===== src/rtl/ex_seq_pkg.sv =====
// Shared types and defaults for the EX-stage multi-cycle sequencer.
package ex_seq_pkg;

    localparam int DEFAULT_TIMEOUT_CYCLES = 64;

    typedef enum logic [1:0] {
        MUL     = 2'd0,
        DIV     = 2'd1,
        FPU     = 2'd2,
        ILLEGAL = 2'd3
    } unit_e;

    typedef enum logic [1:0] {
        IDLE = 2'd0,
        RUN  = 2'd1,
        DONE = 2'd2
    } state_e;

    // One-hot {FPU,DIV,MUL} select for a unit; ILLEGAL selects nothing.
    function automatic logic [2:0] unit_onehot(input unit_e unit);
        logic [2:0] oh;
        oh = 3'b000;
        case (unit)
            MUL:     oh = 3'b001;
            DIV:     oh = 3'b010;
            FPU:     oh = 3'b100;
            default: oh = 3'b000;
        endcase
        return oh;
    endfunction

endpackage


===== src/rtl/ex_seq_timer.sv =====
// RUN-state cycle counter: restarts at 0 on clear, counts while enabled and
// flags the cycle in which the last allowed count is reached.
module ex_seq_timer
    import ex_seq_pkg::*;
#(
    parameter int TIMEOUT_CYCLES = DEFAULT_TIMEOUT_CYCLES
) (
    input  logic clk,
    input  logic rst_n,
    input  logic clear,
    input  logic enable,
    output logic expired
);

    localparam int CW = (TIMEOUT_CYCLES > 2) ? $clog2(TIMEOUT_CYCLES) : 1;
    localparam logic [CW-1:0] LAST = CW'(TIMEOUT_CYCLES - 1);

    logic [CW-1:0] count_q;
    logic [CW-1:0] count_d;

    // Next count: clear wins, otherwise advance and saturate at the last value.
    always_comb begin
        count_d = count_q;
        if (clear) begin
            count_d = '0;
        end else if (enable && (count_q != LAST)) begin
            count_d = count_q + CW'(1);
        end
    end

    // Count register.
    always_ff @(posedge clk or negedge rst_n) begin
        if (!rst_n) begin
            count_q <= '0;
        end else begin
            count_q <= count_d;
        end
    end

    assign expired = enable && !clear && (count_q == LAST);

endmodule


===== src/rtl/ex_seq_ctrl.sv =====
// EX-stage sequencer for multi-cycle MUL/DIV/FPU operations: accepts one op
// from ID/EX, starts the selected unit, waits for its done, and holds the
// result for the MEM stage while stalling the upstream pipeline.
module ex_seq_ctrl
    import ex_seq_pkg::*;
#(
    parameter int TIMEOUT_CYCLES = DEFAULT_TIMEOUT_CYCLES
) (
    input  logic        clk,
    input  logic        rst_n,
    input  logic        issue_valid,
    output logic        issue_ready,
    input  logic [1:0]  issue_unit,
    input  logic [2:0]  issue_op,
    input  logic [4:0]  issue_rd,
    input  logic [31:0] issue_a,
    input  logic [31:0] issue_b,
    output logic [2:0]  unit_start,
    output logic [2:0]  unit_op,
    output logic [31:0] unit_a,
    output logic [31:0] unit_b,
    input  logic [2:0]  unit_ready,
    input  logic [31:0] mul_res,
    input  logic [31:0] div_res,
    input  logic [31:0] fpu_res,
    input  logic        flush,
    output logic        wb_valid,
    output logic [4:0]  wb_rd,
    output logic [31:0] wb_res,
    input  logic        wb_ack,
    output logic        pipe_stall,
    output logic [1:0]  err
);

    state_e      state_q;
    unit_e       unit_q;
    logic [4:0]  rd_q;
    logic [2:0]  unit_start_q;
    logic [2:0]  unit_op_q;
    logic [31:0] unit_a_q;
    logic [31:0] unit_b_q;
    logic        wb_valid_q;
    logic [4:0]  wb_rd_q;
    logic [31:0] wb_res_q;
    logic [1:0]  err_q;

    logic        accept;
    logic        start_cycle;
    logic        sel_ready;
    logic        timer_expired;
    logic [31:0] sel_result;

    // A new op can enter when idle, or when the held result is being consumed
    // this cycle; flush blocks any acceptance.
    assign issue_ready = !flush &&
                         ((state_q == IDLE) || ((state_q == DONE) && wb_ack));
    assign accept      = issue_valid && issue_ready;
    assign pipe_stall  = (state_q == RUN) || ((state_q == DONE) && !wb_ack);

    // The start pulse marks the first RUN cycle, where done is not trusted.
    assign start_cycle = |unit_start_q;
    assign sel_ready   = |(unit_ready & unit_onehot(unit_q));

    // Route the selected unit's result towards the writeback register.
    always_comb begin
        sel_result = '0;
        case (unit_q)
            MUL:     sel_result = mul_res;
            DIV:     sel_result = div_res;
            FPU:     sel_result = fpu_res;
            default: sel_result = '0;
        endcase
    end

    ex_seq_timer #(
        .TIMEOUT_CYCLES(TIMEOUT_CYCLES)
    ) u_timer (
        .clk    (clk),
        .rst_n  (rst_n),
        .clear  (state_q != RUN),
        .enable (state_q == RUN),
        .expired(timer_expired)
    );

    // Sequencer FSM with registered unit-side and writeback-side outputs.
    always_ff @(posedge clk or negedge rst_n) begin
        if (!rst_n) begin
            state_q      <= IDLE;
            unit_q       <= MUL;
            rd_q         <= '0;
            unit_start_q <= '0;
            unit_op_q    <= '0;
            unit_a_q     <= '0;
            unit_b_q     <= '0;
            wb_valid_q   <= 1'b0;
            wb_rd_q      <= '0;
            wb_res_q     <= '0;
            err_q        <= '0;
        end else begin
            unit_start_q <= '0;

            unique case (state_q)
                IDLE: begin
                    state_q <= IDLE;
                end
                RUN: begin
                    if (flush) begin
                        state_q <= IDLE;
                    end else if (!start_cycle && sel_ready) begin
                        wb_res_q   <= sel_result;
                        wb_rd_q    <= rd_q;
                        wb_valid_q <= 1'b1;
                        state_q    <= DONE;
                    end else if (timer_expired) begin
                        err_q[1] <= 1'b1;
                        state_q  <= IDLE;
                    end
                end
                DONE: begin
                    if (flush || wb_ack) begin
                        wb_valid_q <= 1'b0;
                        state_q    <= IDLE;
                    end
                end
                default: begin
                    state_q <= IDLE;
                end
            endcase

            // Acceptance overrides the state choice above; it only happens
            // from IDLE or from DONE with the result consumed.
            if (accept) begin
                if (unit_e'(issue_unit) == ILLEGAL) begin
                    err_q[0] <= 1'b1;
                    state_q  <= IDLE;
                end else begin
                    unit_q       <= unit_e'(issue_unit);
                    rd_q         <= issue_rd;
                    unit_op_q    <= issue_op;
                    unit_a_q     <= issue_a;
                    unit_b_q     <= issue_b;
                    unit_start_q <= unit_onehot(unit_e'(issue_unit));
                    state_q      <= RUN;
                end
            end
        end
    end

    assign unit_start = unit_start_q;
    assign unit_op    = unit_op_q;
    assign unit_a     = unit_a_q;
    assign unit_b     = unit_b_q;
    assign wb_valid   = wb_valid_q;
    assign wb_rd      = wb_rd_q;
    assign wb_res     = wb_res_q;
    assign err        = err_q;

endmodule


===== config.mk =====
export PLATFORM = sky130hd
export DESIGN_NAME = ex_seq_ctrl
export DESIGN_NICKNAME = d
export VERILOG_FILES = /design/src/rtl/ex_seq_pkg.sv /design/src/rtl/ex_seq_timer.sv /design/src/rtl/ex_seq_ctrl.sv
export SDC_FILE = /design/constraint.sdc
export NUM_CORES = 1
export LEC_CHECK = 0
export ABC_AREA = 1
export BUFFER_PORTS_ARGS = -buffer_cell sky130_fd_sc_hd__clkbuf_2
export CAP_MARGIN = 20
export CORE_AREA = 2 2 112 114
export CTS_BUF_LIST = sky130_fd_sc_hd__clkbuf_4 sky130_fd_sc_hd__clkbuf_8
export DETAILED_ROUTE_END_ITERATION = 6
export DIE_AREA = 0 0 114 116
export PLACE_DENSITY = 0.81
export SYNTH_ARGS = -nofsm -noshare
export SYNTH_HDL_FRONTEND = slang
export SYNTH_SLANG_ARGS = --single-unit

===== constraint.sdc =====
create_clock -name clk -period 1.6 [get_ports clk]
set_input_delay 0.24 -clock clk [delete_from_list [all_inputs] [get_ports clk]]
set_output_delay 0.24 -clock clk [all_outputs]
set_load 0.02 [all_outputs]

### Word level (Yosys, flattened, before mapping)

Index checks and enable logic that the tools add are counted.

| storage, ports and cells | value |
|---|---|
| bits in registers | 125 |
| output and inout bits | 112 |
| bits of input ports | 178 |
| word-level logic and storage cells | 79 |

| cells by class | value |
|---|---|
| equality and inequality tests | 15 |
| add/sub/neg operators | 1 |
| bitwise operators | 4 |
| reduce and logical (&&, ||, !) cells | 28 |
| muxes and demuxes | 18 |

Operators by type and width:

| operator | number |
|---|---|
| $pmux 32 s3 | 1 |
| $pmux 3 s3 | 2 |
| $mux 6 | 2 |
| $mux 2 | 5 |
| $eq 2x2->1 const B | 4 |
| $logic_and 1x1->1 | 8 |
| $reduce_and 4->1 | 2 |
| $add 6x1->6 const B | 1 |
| $eq 2x1->1 const B | 3 |
| $eq 6x6->1 const B | 1 |
| $logic_not 2->1 | 3 |
| $mux 3 | 2 |
| $ne 6x6->1 const B | 1 |
| $reduce_and 2->1 | 3 |
| $reduce_or 3->1 | 2 |
| $ne 5x5->1 const B | 1 |
| $logic_not 1->1 | 4 |
| $mux 1 | 4 |
| $ne 2x1->1 const B | 2 |
| $ne 2x2->1 const B | 2 |
| $pmux 2 s2 | 1 |
| $reduce_bool 2->1 | 2 |
| $and 3x3->3 | 1 |
| $logic_or 1x1->1 | 3 |
| other kinds (4) | 6 |

### Longest topological paths before layout

| depth | value |
|---|---|
| depth in word-level cells | 9 |
| gate-level depth with buffers | 10 |
| depth with buffers taken out | 9 |

### Modules after synthesis

Synthesis repeated with hierarchy kept, for this count alone.

| unflattened totals | value |
|---|---|
| cell total of the unflattened synthesis | 670 |
| area, all modules | 5657.9 µm² |

Modules (own cells, without submodules):

| module | instances | area an instance (µm²) | cells each |
|---|---|---|---|
| ex_seq_ctrl | 1 | 5280.1 | 621 |
| ex_seq_timer | 1 | 377.9 | 49 |

### Worst setup path before layout

Ideal clock, no wire load.

| timing | value |
|---|---|
| path type | register to register |
| from | register state_q[1] |
| to | register unit_a_q[0] (netlist: unit_a[0]) |
| slack | 0.046 ns |
| stages on the path, launching flop included | 9 |
| buffers on the path | 2 |
| arrival time | 1.438 ns |
| path through | dfrtp_1 inv_1 o21ai_1 nor2_1 nand3_1 buf_2 buf_2 nand2_1 nand2_1 |

| between the ends | value |
|---|---|
| word-level cells in the longest chain between the ends | 6 |
| elaborated cells on any way between the ends | 7 |
| those cells by class | eq/ne (1); reduce/logical (6) |

RTL lines:

| element | line | RTL |
|---|---|---|
| start: declaration | ex_seq_ctrl.sv:35 | `state_e state_q;` |
| start signal: assignment | ex_seq_ctrl.sv:88 | `state_q <= IDLE;` |
| start signal: assignment | ex_seq_ctrl.sv:104 | `state_q <= IDLE;` |
| start signal: assignment | ex_seq_ctrl.sv:108 | `state_q <= IDLE;` |
| $eq 2x2->1 | ex_seq_ctrl.sv:56 | `((state_q == IDLE) \|\| ((state_q == DONE) && wb_ack));` |
| $logic_and 1x1->1 | ex_seq_ctrl.sv:56 |  |
| $logic_or 1x1->1 * | ex_seq_ctrl.sv:56 |  |
| $logic_and 1x1->1 * | ex_seq_ctrl.sv:55 | `assign issue_ready = !flush &&` |
| via issue_ready | ex_seq_ctrl.sv:12 | `output logic issue_ready,` |
| $logic_and 1x1->1 * | ex_seq_ctrl.sv:57 | `assign accept = issue_valid && issue_ready;` |
| $reduce_and 2->1 (no source line) * | -- |  |
| end signal: assignment | ex_seq_ctrl.sv:140 | `unit_a_q <= issue_a;` |
| end: declaration | ex_seq_ctrl.sv:40 | `logic [31:0] unit_a_q;` |

Mark *: on every way through the listed nets, which the timed path passes. The rest lies on a longest branch.
A chain may end at the register's enable or synchronous reset.

### Worst setup path in the final report

| timing | value |
|---|---|
| from | register state_q[0] |
| to | output issue_ready |

| between the ends | value |
|---|---|
| word-level cells in the longest chain between the ends | 4 |
| elaborated cells on any way between the ends | 5 |
| those cells by class | eq/ne (1); reduce/logical (4) |

RTL lines:

| element | line |
|---|---|
| $eq 2x2->1 | ex_seq_ctrl.sv:56 |
| $logic_and 1x1->1 | ex_seq_ctrl.sv:56 |
| $logic_or 1x1->1 * | ex_seq_ctrl.sv:56 |
| $logic_and 1x1->1 * | ex_seq_ctrl.sv:55 |
| end: declaration | ex_seq_ctrl.sv:12 |

Mark *: on every way between the ends. The rest lies on a longest branch, timed or not.

==> results.txt <==
----------------------------------------------------
[Outcome]
  Run status ... completed

[STA]
  Tmin final ... 1.56 ns
  Min Hold Slack ... 0.0260 ns
  Post-route clock period utilization ... 0.973
  Setup Skew ... 0.0114 ns
  Setup-failing EPs final ... 0
  Setup repair after global routing missed its margin ... true
  Relative slew margins ... 0.734
  Actual transition at the worst max-transition pin ... 0.400 ns
  Highest achievable clock rate ... 0.642 GHz
  Final count of hold timing violations ... 0
  Count of final max-slew check failures ... 0

[Worst hold path]
  HP Class ... primary input to register
  WHS Endpoint ... unit_b[18]
  Worst hold path cell count ... 3
  Startpoint of the tightest hold check path ... issue_b[18]

[Logic synthesis]
  Number of enable-type register cells in the synthesized netlist ... 0
  Most used standard cell by instance count after synthesis ... sky130_fd_sc_hd__nand2_1
  Multiplexer share of the synthesized area ... 0
  Main combinational cell family by area after synthesis ... simple AND/OR/NAND/NOR gates
  Post-Syn Nets ... 872
  Area of the mapped netlist ... 5480 µm²
  Top area cells in the synthesized netlist ... sky130_fd_sc_hd__dfrtp_1 57%, sky130_fd_sc_hd__nand2_1 28%, sky130_fd_sc_hd__nand3_1 6.8%
  Distinct cells, synth ... 21
  Cell accounting for the most synthesized area ... sky130_fd_sc_hd__dfrtp_1
  Share of synthesized area occupied by flip-flops and latches ... 0.570
  Number of synthesized register bits ... 125
  Cell count after synthesis ... 693
  Synthesis warning total ... 0
  Fraction of synthesized cell area in xor and xnor cells ... 0.00160
  Most common library cells after synthesis ... 410 x sky130_fd_sc_hd__nand2_1, 125 x sky130_fd_sc_hd__dfrtp_1, 75 x sky130_fd_sc_hd__nand3_1
  Primary flip-flop cell chosen by synthesis mapping ... sky130_fd_sc_hd__dfrtp_1
  Synth Area per Inst ... 7.91 µm²
  Compound-cell area share of the yosys netlist ... 0.0135
  Yosys top cell area share ... 0.570
  Post-synthesis async set-or-reset flop share ... 1.00
  Adder-cell share of the synthesized area ... 0.00228
  Simple-gate share of the synthesized area ... 0.362

[Cells and area]
  Share of cells above drive strength 1 ... 0.329
  Number of filler cells placed in the layout ... 921
  Total number of nets in the final design ... 1218
  Diode count ... 0
  Fin util ... 0.691
  Post-route non-filler standard cell count ... 1199
  Syn-to-layout area delta ... 50.0%

[GRT]
  All-layer global routing usage ... 0.263
  Pin count of the biggest net entering global routing ... 74
  Met2 usage ... 0.473
  Met3 track demand over resource ... 0.0706
  Busiest metal layer after global routing ... met2
  Wire length of the first global-routing pass ... 27100 µm
  Via count of the first global-routing pass ... 5835
  Met1 track utilization from global routing ... 0.294
  Final global-route overflow total ... 0
  Number of antenna violations at the first check in global routing ... 0

[Floorplan]
  Die W ... 114 µm
  Count of standard-cell rows ... 40
  Io pins ... 290
  Die Height ... 116 µm
  Die Footprint ... 13200 µm²
  Starting Density ... 0.460
  Core area ... 11900 µm²

[Place]
  Routability Congestion ... 0.801
  DPL Wire Length ... 11500 µm
  Count of port buffers added during placement ... 289
  Count of placed standard cells including taps ... 1106

[Clocking]
  H-tree levels ... 4
  Root buffer selected by CTS ... sky130_fd_sc_hd__clkbuf_8
  Clock transition time at the flip-flop clock pins of the worst setup and hold paths ... 0.08 ns
  Num CTS Buffers ... 17
  CTS tree ... yes
  Maximum root-to-sink buffer count ... 2
  Clk_lat worst skew ... 0.42 ns
  CTS sink count ... 125

[Pwr]
  Worst voltage drop across the vdd grid ... 707 µV
  Pwr per Cell Area ... 1480 nW/µm²
  Clock network fraction of design power ... 0.246
  P_sw ... 4.80 mW
  Combinational cell fraction of total power ... 0.368
  Post-layout power ... 12.2 mW
  Sequential Power Share ... 0.387
  Int Pwr ... 7.40 mW
  Leak pwr ... 4.78 nW
  Switching part of the total power ... 0.393

[Setup path]
  Worst EP required ... 1.36 ns
  Worst r2r dst ... unit_a[9]
  Flop-to-flop setup slack ... 0.08 ns
  Capturing element type of the critical path ... output port
  Path type of the worst setup path ... register to output port
  Signal arrival time at the worst endpoint ... 1.32 ns
  Worst setup SP type ... register
  Worst reg2reg startpoint ... state_q[0]
  Worst-case reg-to-reg path depth ... 8
  Biggest fanout along the worst timing path ... 3

[Routing]
  Per-cell routed wire length ... 14.6 µm
  Via density per instance ... 4.90
  DRC violation count after routing ... 0
  Iter 0 DRT Violations ... 469
  DRT Wirelength ... 17500 µm
  Number of iterations in the first detailed-routing pass ... 7
  DR vias ... 5872
  Antenna Violating Nets Remaining ... 0

[Flow run]
  Maximum capacitance violations ... 0

----------------------------------------------------
==> power by group through the flow <==
stage / clock network (mW) / logic [mW] / registers (mW)
global route: 3.21 / 4.86 / 4.81
CTS: 3.06 / 4.45 / 4.69
finish: 2.99 / 4.48 / 4.72
detailed placement: 0 / 4.32 / 4.71
floorplan: 0 / 1.48 / 5.75
global placement: 0 / 4.20 / 4.71
==> cell usage in the layout, fill, tap and decap left out, types with 3 or more instances in the layout <==
cell type                         n
sky130_fd_sc_hd__clkbuf_8        18
sky130_fd_sc_hd__nor3_1           5
sky130_fd_sc_hd__bufinv_16        4
sky130_fd_sc_hd__nand2_1        409
sky130_fd_sc_hd__dlygate4sd3_1   61
sky130_fd_sc_hd__buf_12          11
sky130_fd_sc_hd__o21ai_0          5
sky130_fd_sc_hd__clkbuf_2       286
sky130_fd_sc_hd__nor2_2           5
sky130_fd_sc_hd__nand3_1         74
sky130_fd_sc_hd__buf_4            4
sky130_fd_sc_hd__clkinv_4         4
sky130_fd_sc_hd__nor2_1           5
sky130_fd_sc_hd__inv_1           13
sky130_fd_sc_hd__clkinv_2         3
sky130_fd_sc_hd__dfrtp_1        125
==> timing repair <==
action                                  in CTS  in global routing
gates resized for setup                      6                  5
hold endpoints to repair                    85                  0
buffers inserted                             1                  0
pin swaps                                    1                  1
cloned                                       0                  0
endpoints found under the setup margin       2                 25
hold buffers                                61                  0
==> critical path, stage by stage, from the launching register on <==
cell and delay [ns]:
sky130_fd_sc_hd__dfrtp_1 0.39, sky130_fd_sc_hd__inv_1 0.07, sky130_fd_sc_hd__o21ai_1 0.08, sky130_fd_sc_hd__nor2_2 0.17, sky130_fd_sc_hd__clkbuf_8 0.19
==> flip-flops by register name, summed over array words and instances, names as in the netlist <==
name / flops
wb_valid: 1
unit_op: 3
unit_start: 3
rd_q: 5
state_q: 2
wb_res: 32
unit_q: 2
wb_rd: 5
unit_b: 32
unit_a: 32
err: 2
u_timer.count_q: 6
==> stage by stage <==
stage | TNS [ns] | instance area [µm²] | worst slack, ns
global placement | 0 | 7150 | 0.144
global route | -0.0530 | 8230 | -0.0208
finish | 0 | 8230 | 0.0431
CTS | 0 | 8210 | 0.000902
detailed placement | 0 | 7150 | 0.138
floorplan | 0 | 5480 | 0.0461
==> layout make-up <==
class                   count  area, µm²  area share
flip-flops and latches    125       3130       0.380
repair buffers            364       2320       0.282
multi-input cells         516       2100       0.256
clock buffers              18        241      0.0294
clock inverters            14        194      0.0236
well taps                 147        184      0.0224
inverters                  15       58.8     0.00715
==> kinds of logic (layout without fill, tap and decap cells) <==
family	Yosys count	count (layout)
AOI/OAI and AO/OA	13	13
xor gates and xnor gates	1	1
adders and majority gates	1	1
buffers and inverters	52	411
DFF	125	125
and+or+nand+nor	501	501
==> metal layers <==
layer  part of all wire  routed length [µm]  vias up
met5                  0                   0        -
met4              0.026                 458        0
met3              0.077                1350       37
met2               0.51                8850      287
met1               0.39                6840     2710
li1                   -                   -     2838
==> worst max-delay path by stage <==
stage	startpoint	endpoint	slack (ns)	cells past startpoint
after floorplan	state_q[1]	unit_a[0]	0.05	8
after global placement	state_q[0]	unit_q[1]	0.14	8
after detailed placement	unit_q[1]	wb_res[3]	0.14	9
after CTS	state_q[0]	issue_ready	0.0009	4
after global routing	u_timer.count_q[0]	u_timer.count_q[0]	-0.02	8
final	state_q[0]	issue_ready	0.04	4
Power figures use the tool's default switching activity.
